`src/rtl/if_pkg.sv`:
```
// Shared constants and types for the instruction-fetch prefetch stage.
package if_pkg;

  localparam int IF_XLEN = 32;
  localparam logic [IF_XLEN-1:0] IF_NOP = 32'h0000_0000;
  localparam int PC_INC = 4;

  // Queue entry at the pipeline's native word width; narrower or wider builds
  // keep the same {instr, postPc} layout inside the stage.
  typedef struct packed {
    logic [IF_XLEN-1:0] instr;
    logic [IF_XLEN-1:0] postPc;
  } ifEntryT;

endpackage

```
`src/rtl/if_prefetch_fifo.sv`:
```
// Generic synchronous FIFO with a synchronous clear; DEPTH must be a power of 2
// so the pointers wrap naturally.
module if_prefetch_fifo #(
  parameter int WIDTH = 8,
  parameter int DEPTH = 4,
  localparam int CNT_W = $clog2(DEPTH + 1),
  localparam int PTR_W = $clog2(DEPTH)
) (
  input  logic             clk,
  input  logic             reset,
  input  logic             push,
  input  logic [WIDTH-1:0] pushData,
  input  logic             pop,
  input  logic             clear,
  output logic [WIDTH-1:0] popData,
  output logic             full,
  output logic             empty,
  output logic [CNT_W-1:0] count
);

  logic [WIDTH-1:0] mem [DEPTH];
  logic [PTR_W-1:0] wrPtr;
  logic [PTR_W-1:0] rdPtr;
  logic             doPush;
  logic             doPop;

  assign full    = (count == CNT_W'(DEPTH));
  assign empty   = (count == '0);
  assign doPop   = pop & !empty;
  // A pop frees the slot the push lands in, so push-while-full is legal then.
  assign doPush  = push & (!full | doPop);
  assign popData = mem[rdPtr];

  always_ff @(posedge clk or posedge reset) begin
    if (reset) begin
      wrPtr <= '0;
      rdPtr <= '0;
      count <= '0;
    end else if (clear) begin
      wrPtr <= '0;
      rdPtr <= '0;
      count <= '0;
    end else begin
      if (doPush) wrPtr <= wrPtr + PTR_W'(1);
      if (doPop)  rdPtr <= rdPtr + PTR_W'(1);
      count <= count + CNT_W'(doPush) - CNT_W'(doPop);
    end
  end

  always_ff @(posedge clk) begin
    if (doPush) mem[wrPtr] <= pushData;
  end

endmodule

```
`src/rtl/stage_if_prefetch.sv`:
```
// Instruction-fetch stage: PC generator with valid/ready fetch requests, in-order
// responses, a prefetch queue towards ID and redirect with in-flight discard.
module stage_if_prefetch
  import if_pkg::*;
#(
  parameter int              XLEN     = IF_XLEN,
  parameter int              DEPTH    = 4,
  parameter logic [XLEN-1:0] RESET_PC = '0,
  parameter logic [XLEN-1:0] NOP      = XLEN'(IF_NOP)
) (
  input  logic            clk,
  input  logic            reset,
  input  logic            pc_write,
  input  logic            branch_taken,
  input  logic [XLEN-1:0] branch_target,
  input  logic            jump,
  input  logic [XLEN-1:0] jump_target,
  input  logic            flush,
  output logic            imem_req_valid,
  output logic [XLEN-1:0] imem_req_addr,
  input  logic            imem_req_ready,
  input  logic            imem_rsp_valid,
  input  logic [XLEN-1:0] imem_rsp_data,
  output logic            id_valid,
  input  logic            id_ready,
  output logic [XLEN-1:0] id_instruction,
  output logic [XLEN-1:0] id_post_pc
);

  localparam int CNT_W = $clog2(DEPTH + 1);
  localparam logic [CNT_W:0] CREDIT_MAX = (CNT_W + 1)'(DEPTH);

  typedef struct packed {
    logic [XLEN-1:0] instr;
    logic [XLEN-1:0] postPc;
  } entryT;

  logic [XLEN-1:0]  pc;
  logic [XLEN-1:0]  pcNext;
  logic [CNT_W-1:0] dropCnt;
  logic [CNT_W-1:0] dropCntNext;
  logic [CNT_W-1:0] inFlight;
  logic [CNT_W-1:0] occupancy;
  logic [CNT_W:0]   credit;
  logic             redirect;
  logic             reqFire;
  logic             rspAccept;
  logic             qPush;
  logic             qPop;
  logic             qFull;
  logic             qEmpty;
  logic             shFull;
  logic             shEmpty;
  logic [XLEN-1:0]  shHead;
  entryT            qPushData;
  entryT            qHead;

  // Queued plus outstanding never exceeds DEPTH, so a response always finds room.
  assign redirect       = branch_taken | jump | flush;
  assign credit         = {1'b0, occupancy} + {1'b0, inFlight};
  assign imem_req_valid = !reset && pc_write && !redirect && (credit < CREDIT_MAX);
  assign imem_req_addr  = pc;
  assign reqFire        = imem_req_valid & imem_req_ready;
  assign rspAccept      = imem_rsp_valid & !shEmpty;
  assign qPush          = rspAccept & (dropCnt == '0) & !redirect;
  assign qPop           = id_valid & id_ready;
  assign qPushData      = '{instr: imem_rsp_data, postPc: shHead + XLEN'(PC_INC)};

  assign id_valid       = !qEmpty;
  assign id_instruction = qEmpty ? NOP : qHead.instr;
  assign id_post_pc     = qEmpty ? '0  : qHead.postPc;

  // On redirect every outstanding fetch becomes stale; the one returning this
  // cycle is consumed right now, the rest are counted down in dropCnt.
  always_comb begin
    pcNext      = pc;
    dropCntNext = dropCnt;
    if (redirect) begin
      if (branch_taken)  pcNext = branch_target;
      else if (jump)     pcNext = jump_target;
      dropCntNext = inFlight - CNT_W'(rspAccept);
    end else begin
      if (reqFire) pcNext = pc + XLEN'(PC_INC);
      if (rspAccept && (dropCnt != '0)) dropCntNext = dropCnt - CNT_W'(1);
    end
  end

  always_ff @(posedge clk or posedge reset) begin
    if (reset) begin
      pc      <= RESET_PC;
      dropCnt <= '0;
    end else begin
      pc      <= pcNext;
      dropCnt <= dropCntNext;
    end
  end

  if_prefetch_fifo #(
    .WIDTH ($bits(entryT)),
    .DEPTH (DEPTH)
  ) instrQueue (
    .clk      (clk),
    .reset    (reset),
    .push     (qPush),
    .pushData (qPushData),
    .pop      (qPop),
    .clear    (redirect),
    .popData  (qHead),
    .full     (qFull),
    .empty    (qEmpty),
    .count    (occupancy)
  );

  // Issued addresses, popped by every response (kept or dropped); its count is
  // the in-flight fetch count.
  if_prefetch_fifo #(
    .WIDTH (XLEN),
    .DEPTH (DEPTH)
  ) pcShadow (
    .clk      (clk),
    .reset    (reset),
    .push     (reqFire),
    .pushData (pc),
    .pop      (rspAccept),
    .clear    (1'b0),
    .popData  (shHead),
    .full     (shFull),
    .empty    (shEmpty),
    .count    (inFlight)
  );

  queueNoOverflow: assert property (@(posedge clk) disable iff (reset)
    !(qFull && qPush && !qPop));
  shadowNoOverflow: assert property (@(posedge clk) disable iff (reset)
    !(shFull && reqFire && !rspAccept));

endmodule

```
`config.mk`:
```
export PLATFORM = sky130hd
export DESIGN_NAME = stage_if_prefetch
export DESIGN_NICKNAME = d
export VERILOG_FILES = /design/src/rtl/if_pkg.sv /design/src/rtl/if_prefetch_fifo.sv /design/src/rtl/stage_if_prefetch.sv
export SDC_FILE = /design/constraint.sdc
export NUM_CORES = 1
export LEC_CHECK = 0
export BUFFER_PORTS_ARGS = -buffer_cell sky130_fd_sc_hd__buf_2
export CORE_UTILIZATION = 40
export DETAILED_ROUTE_END_ITERATION = 16
export PLACE_DENSITY = 0.57
export SYNTH_ARGS = -nofsm -noshare
export SYNTH_HDL_FRONTEND = slang
export SYNTH_SLANG_ARGS = --single-unit
```
`constraint.sdc`:
```
create_clock -name clk -period 3.6 [get_ports clk]
set_input_delay 0.54 -clock clk [delete_from_list [all_inputs] [get_ports clk]]
set_output_delay 0.54 -clock clk [all_outputs]
set_load 0.1 [all_outputs]
```
==> results of run 1 <==
[metal layers]
layer | vias to the layer above | routed length [um] | global-route usage, %
met5 | - | 0 | 0
met4 | 0 | 660 | 4.44
met3 | 52 | 2110 | 3.75
met2 | 314 | 18600 | 27.4
met1 | 5107 | 17500 | 23.5
li1 | 4677 | - | -
[flip-flops by register name (all words and copies together), names as in the netlist]
register          count
pcShadow.wrPtr        2
pcShadow.count        3
instrQueue.count      3
instrQueue.wrPtr      2
instrQueue.rdPtr      2
dropCnt               3
pcShadow.rdPtr        2
pcShadow.mem        128
instrQueue.mem      256
imem_req_addr        32
[final cells by class]
class,instances,area [sq um]
timing repair buffer,227,1300
fill,3916,23700
multi-input combinational,549,5350
clock buffer,51,1200
inverter,25,93.8
clock inverter,37,348
sequential,433,12800
tap,600,751
[through the flow]
stage	std cells	setup WS, ps
2_1_floorplan	1064	0.669
3_3_place_gp	1834	822
3_5_place_dp	1834	765
4_1_cts	1922	278
5_1_grt	1922	205
6_report	1922	383
[Yosys cell counts (3+ instances only)]
master / number
edfxtp_1: 384
mux4_2: 81
and2_1: 75
dfrtp_1: 49
a21oi_1: 41
nand2_1: 41
nor2_1: 39
clkbuf_1: 37
o21ai_0: 26
inv_1: 25
xor2_1: 21
ha_1: 20
xnor2_1: 19
nand3_1: 18
and3_1: 16
mux4_1: 15
nand4_1: 12
mux2_2: 10
mux2i_1: 9
and4_1: 8
o22ai_1: 8
buf_1: 7
nor3_2: 7
a211oi_1: 6
nor3_1: 6
o22a_1: 6
a31oi_1: 5
buf_2: 5
nor3b_1: 5
a2bb2oi_1: 4
buf_6: 4
nor2b_1: 4
o31ai_1: 4
a311oi_1: 3
and4_4: 3
nand4_4: 3
nor4_2: 3
o31a_1: 3
[cell families after synthesis]
logic type | after synthesis | synth area share [%]
DFF | 433 | 69.1
and+or+nand+nor | 252 | 8.15
AOI/OAI and AO/OA | 120 | 4.09
muxes | 115 | 13.1
buffers and inverters | 82 | 2.08
xor gates and xnor gates | 40 | 1.90
adders and majority gates | 22 | 1.57
[power by group through the flow]
stage | Combinational [W] | Clock (W) | Sequential, W
2_1_floorplan | 0.00139 | 0 | 0.00645
3_3_place_gp | 0.00209 | 0 | 0.00625
3_5_place_dp | 0.00213 | 0 | 0.00626
4_1_cts | 0.00214 | 0.00488 | 0.00616
5_1_grt | 0.00230 | 0.00508 | 0.00619
6_report | 0.00210 | 0.00476 | 0.00615
[worst max path at each step]
stage	startpoint	slack [ps]	to	depth (start not counted)
final	instrQueue.rdPtr[0]$_DFFE_PP0P_	380	id_instruction[28]	4
after global routing	instrQueue.rdPtr[0]$_DFFE_PP0P_	200	id_instruction[28]	4
after CTS	instrQueue.rdPtr[0]$_DFFE_PP0P_	280	id_instruction[28]	4
after detailed placement	pcShadow.rdPtr[0]$_DFFE_PP0P_	760	instrQueue.mem[0][22]$_DFFE_PP_	6
after global placement	pcShadow.rdPtr[0]$_DFFE_PP0P_	820	instrQueue.mem[0][22]$_DFFE_PP_	6
after floorplan	jump	0.7	instrQueue.mem[0][0]$_DFFE_PP_	5
==> flow_metrics.py, run 1 <==
metrics = {
    "power": {
        "clock_power_share_pct": 36.6,
        "power_leakage_nw": 7.70,
        "max-vdd-ir-drop_v": 0.000299,
        "p_total_w": 0.0130,
        "power_frac_comb_pct": 16.2,
        "p_int_w": 0.00948,
        "cellPowerDensity_nw_per_um2": 597,
        "seq_power_share_pct": 47.3,
        "switching_share_pct": 27.2,
        "switchingPower_w": 0.00355,
    },
    "cells_and_area": {
        "nNetsFinal": 1410,
        "fin_util_pct": 47.9,
        "n_antenna_cell": 0,
        "drive_above_1_share_pct": 32.1,
        "layout_commonest_cell": "edfxtp_1",
        "synthToLayoutAreaGrowth_pct": 18.1,
        "final_area_sq_um": 21800,
        "layout_common_cells": "edfxtp_1, buf_2, mux4_2",
    },
    "placement": {
        "post_dp_cell_area_sq_um": 20300,
        "dp_hpwl_um": 24900,
        "place_congestion": 0.801,
        "portBuffers": 202,
    },
    "clock_tree": {
        "clock_path_buffers": 3,
        "cts_resized": 0,
        "hold_buffers": 0,
        "cts_inserted_buffers": 47,
        "cts_tree": "built",
        "cts_root_buf": "clkbuf_16",
        "worstSkewPairLatency_ps": 580,
        "cts_max_level": 2,
        "cts_sinks": 433,
        "post-cts-setup-buffer-count": 0,
        "clk_pin_slew_ps": 60,
    },
    "sta": {
        "period_share_pct": 89.4,
        "fin_hold_ws_ps": 153,
        "worst_pin_slew_ps": 851,
        "finalSetupTns_ps": 0,
        "skew_ps": 24.7,
        "hold_viol_final": 0,
        "grt_setup_unrepaired": "no",
        "slew_headroom_pct": 43.1,
        "max_freq_mhz": 311,
        "period_minus_slack_ps": 3220,
        "setup_viol": 0,
        "finalMaxSlewViolations": 0,
    },
    "route": {
        "drc": 0,
        "ant_nets": 0,
        "routed_wl_um": 38900,
        "first_pass_iters": 5,
        "wire_per_inst_um": 20.3,
        "viasPerCell": 5.28,
        "vias": 10150,
        "drt-initial-drc-count": 711,
    },
    "synthesis": {
        "synthTopCellsByArea": "edfxtp_1, mux4_2, dfrtp_1, and2_1, mux4_1",
        "synthFlopType": "edfxtp_1",
        "ys_seq_area_share_pct": 69.1,
        "synth_nets": 1191,
        "netlist_area_sq_um": 18500,
        "ys_ff_latch": 433,
        "synth_top_cell_by_area": "edfxtp_1",
        "ys_warn_count": 0,
        "synth-edff-count": 384,
        "synthDominantCellAreaShare_pct": 62.5,
        "synthCells": 1064,
        "synth_cell_type_count": 63,
        "syn_area_per_cell_sq_um": 17.4,
        "async_flop_share_pct": 11.3,
    },
    "setup_path": {
        "path_max_fanout": 27,
        "worst_ep_arrival_time_ps": 2680,
        "cp_cell_sequence": "buf_12, mux4_2, and2_1, buf_2",
        "worstReg2RegStart": "pcShadow.rdPtr[0]$_DFFE_PP0P_",
        "crit_path_max_incr_delay_ps": 760,
        "critPathTopFamily": "flip-flops",
        "endpoint_kind": "primary output",
        "reg2reg_depth": 6,
        "path_class": "register to primary output",
        "crit_path_top_delay_cell": "dfrtp_4",
        "r2r_end": "instrQueue.mem[1][22]$_DFFE_PP_",
        "cp.required_ps": 3060,
        "cp-start-kind": "register",
        "r2r_slack_ps": 770,
        "cp_num_buf_inv": 2,
    },
    "global_route": {
        "grt_antenna_before_repair": 1,
        "grt_max_degree": 66,
        "overflow": 0,
        "grt_pass1_wl_um": 61400,
        "grt_pass1_vias": 10608,
        "grt_use_total_pct": 17.0,
    },
    "floorplan": {
        "die_h_um": 217,
        "io_pins": 203,
        "dieArea_sq_um": 47000,
        "core_sq_um": 45500,
        "start_util_pct": 40.6,
        "num_rows": 78,
        "fp.dieW_um": 217,
    },
    "outcome": {
        "status": "finished, final reports clean",
    },
    "hold_path": {
        "hold_class": "input port to asynchronous set/reset pin",
    },
    "job": {
        "cap_viol_max_count": 0,
    },
}
Note: power is estimated with default switching activity, not from simulation.
==> run 2, diff against run 1 <==
- CAP_MARGIN: not set -> 5
- RECOVER_POWER: not set -> 25
==> run 2 against run 1 <==
Net effect:
- the run now ends with max-capacitance violations left
- register-to-register slack about the same
- clock power about the same
- die area unchanged
- cell area decreased by 0.19%
- worst hold slack improved by 39 ps
- maximum frequency about the same
- largest power group unchanged
==> flow_metrics.py, run 2 (same netlist as run 1, synthesis figures left out) <==
metrics = {
    "hold_path": {
        "hold_class": "input port to register",
        "worstHoldStart": "branch_target[0]",
    },
    "clock_tree": {
        "clk_pin_slew_ps": 50,
        "cts_root_buf": "clkbuf_16",
        "post-cts-setup-buffer-count": 0,
        "worstSkewPairLatency_ps": 580,
        "clock_path_buffers": 3,
        "cts_max_level": 2,
        "cts_inserted_buffers": 47,
        "cts_resized": 0,
        "cts_sinks": 433,
        "hold_buffers": 0,
        "cts_tree": "built",
    },
    "outcome": {
        "status": "finished with violations",
        "violations": "max-capacitance violations",
    },
    "setup_path": {
        "path_class": "register to primary output",
        "cp.required_ps": 3060,
        "critPathTopFamily": "flip-flops",
        "endpoint_kind": "primary output",
        "crit_path_top_delay_cell": "dfrtp_4",
        "crit_path_max_incr_delay_ps": 760,
        "r2r_slack_ps": 770,
        "path_max_fanout": 27,
        "cp-start-kind": "register",
        "cp_cell_sequence": "buf_12, mux4_2, and2_1, buf_2",
        "worst_ep_arrival_time_ps": 2680,
        "cp_num_buf_inv": 2,
        "worstReg2RegStart": "pcShadow.rdPtr[0]$_DFFE_PP0P_",
        "cp-startpoint": "instrQueue.rdPtr[0]$_DFFE_PP0P_",
    },
    "global_route": {
        "grt_max_degree": 66,
        "grt_antenna_before_repair": 1,
        "grt_pass1_wl_um": 61400,
        "grt_pass1_vias": 10608,
        "grt_use_total_pct": 17.0,
        "overflow": 0,
    },
    "route": {
        "drc": 0,
        "drt-initial-drc-count": 729,
        "first_pass_iters": 5,
        "wire_per_inst_um": 20.3,
        "ant_nets": 0,
        "routed_wl_um": 39000,
        "vias": 10193,
        "viasPerCell": 5.30,
    },
    "floorplan": {
        "dieArea_sq_um": 47000,
        "fp.dieW_um": 217,
        "core_sq_um": 45500,
        "num_rows": 78,
        "die_h_um": 217,
        "io_pins": 203,
        "start_util_pct": 40.6,
    },
    "cells_and_area": {
        "layout_commonest_cell": "edfxtp_1",
        "top_register": "instrQueue.mem",
        "synthToLayoutAreaGrowth_pct": 17.9,
        "n_antenna_cell": 0,
        "nNetsFinal": 1410,
        "layout_common_cells": "edfxtp_1, buf_2, mux4_2",
        "drive_above_1_share_pct": 29.5,
        "largest_register_ffs": 256,
        "fin_util_pct": 47.9,
    },
    "power": {
        "power_frac_comb_pct": 16.2,
        "power_leakage_nw": 7.61,
        "p_int_w": 0.00947,
        "seq_power_share_pct": 47.3,
        "cellPowerDensity_nw_per_um2": 598,
        "clock_power_share_pct": 36.6,
        "max-vdd-ir-drop_v": 0.000299,
        "switchingPower_w": 0.00355,
        "switching_share_pct": 27.3,
    },
    "job": {
        "cap_viol_max_count": 1,
    },
    "sta": {
        "period_share_pct": 89.5,
        "hold_viol_final": 0,
        "setup_ws_ps": 380,
        "worst_pin_slew_ps": 1500,
        "finalSetupTns_ps": 0,
        "max_freq_mhz": 311,
        "finalMaxSlewViolations": 0,
        "grt_setup_unrepaired": "no",
        "fin_hold_ws_ps": 192,
        "slew_headroom_pct": 0.214,
        "period_minus_slack_ps": 3220,
        "setup_viol": 0,
        "skew_ps": 25.9,
    },
    "placement": {
        "post-place-ws_ps": 765,
        "place_congestion": 0.801,
        "portBuffers": 202,
        "dp_hpwl_um": 24900,
    },
}
## run 2: cell types whose count changed in the layout (fill, tap and decap cells not counted)
cell	change
inv_2	-1
clkbuf_1	+33
buf_2	-33
inv_1	+1
## run 2: stage by stage
step	instances	power, W	instance area (sq um)
3_5_place_dp	1834	0.00840	20300
5_1_grt	1922	0.0136	21800
6_report	1922	0.0130	21800
3_3_place_gp	1834	0.00834	20300
4_1_cts	1922	0.0132	21800
2_1_floorplan	1064	0.00784	18500
## run 2: power by group through the flow
stage          Clock (W)  Sequential, W  Combinational (W)
2_1_floorplan          0        0.00645            0.00139
6_report         0.00476        0.00615            0.00210
4_1_cts          0.00488        0.00616            0.00214
5_1_grt          0.00508        0.00619            0.00229
3_3_place_gp           0        0.00625            0.00209
3_5_place_dp           0        0.00626            0.00213
## run 2: cell type report
cell class	instances	area, sq um
fillers	3929	23700
flip-flops and latches	433	12800
multi-input cells	549	5350
repair buffers	227	1260
clock buffers	51	1200
well taps	600	751
clock inverters	37	348
inverters	25	93.8
## run 2: layer usage
layer  vias to the layer above  share of wire, %  global-route usage, %
met5                         -                 0                      0
met4                         0               1.7                   4.44
met3                        54               5.4                   3.75
met2                       305                48                   27.4
met1                      5161                45                   23.5
li1                       4673                 -                      -
## run 2: path summary, 6_finish.rpt
kind,to,cells after the start
max in group asynchronous,instrQueue.rdPtr[0]$_DFFE_PP0P_,2
hold reg to reg,dropCnt[1]$_DFFE_PP0P_,2
setup reg to reg,instrQueue.mem[1][22]$_DFFE_PP_,6
min in group asynchronous,pcShadow.rdPtr[1]$_DFFE_PP0P_,2
hold / removal,imem_req_addr[0]$_DFFE_PP0P_,3
setup / recovery,id_instruction[28],4
## run 2: worst min-delay path: cells and delay by family
family	cells	cell delay [ps]
buffers and inverters	1	80
AOI/OAI and AO/OA	1	60
and+or+nand+nor	1	40
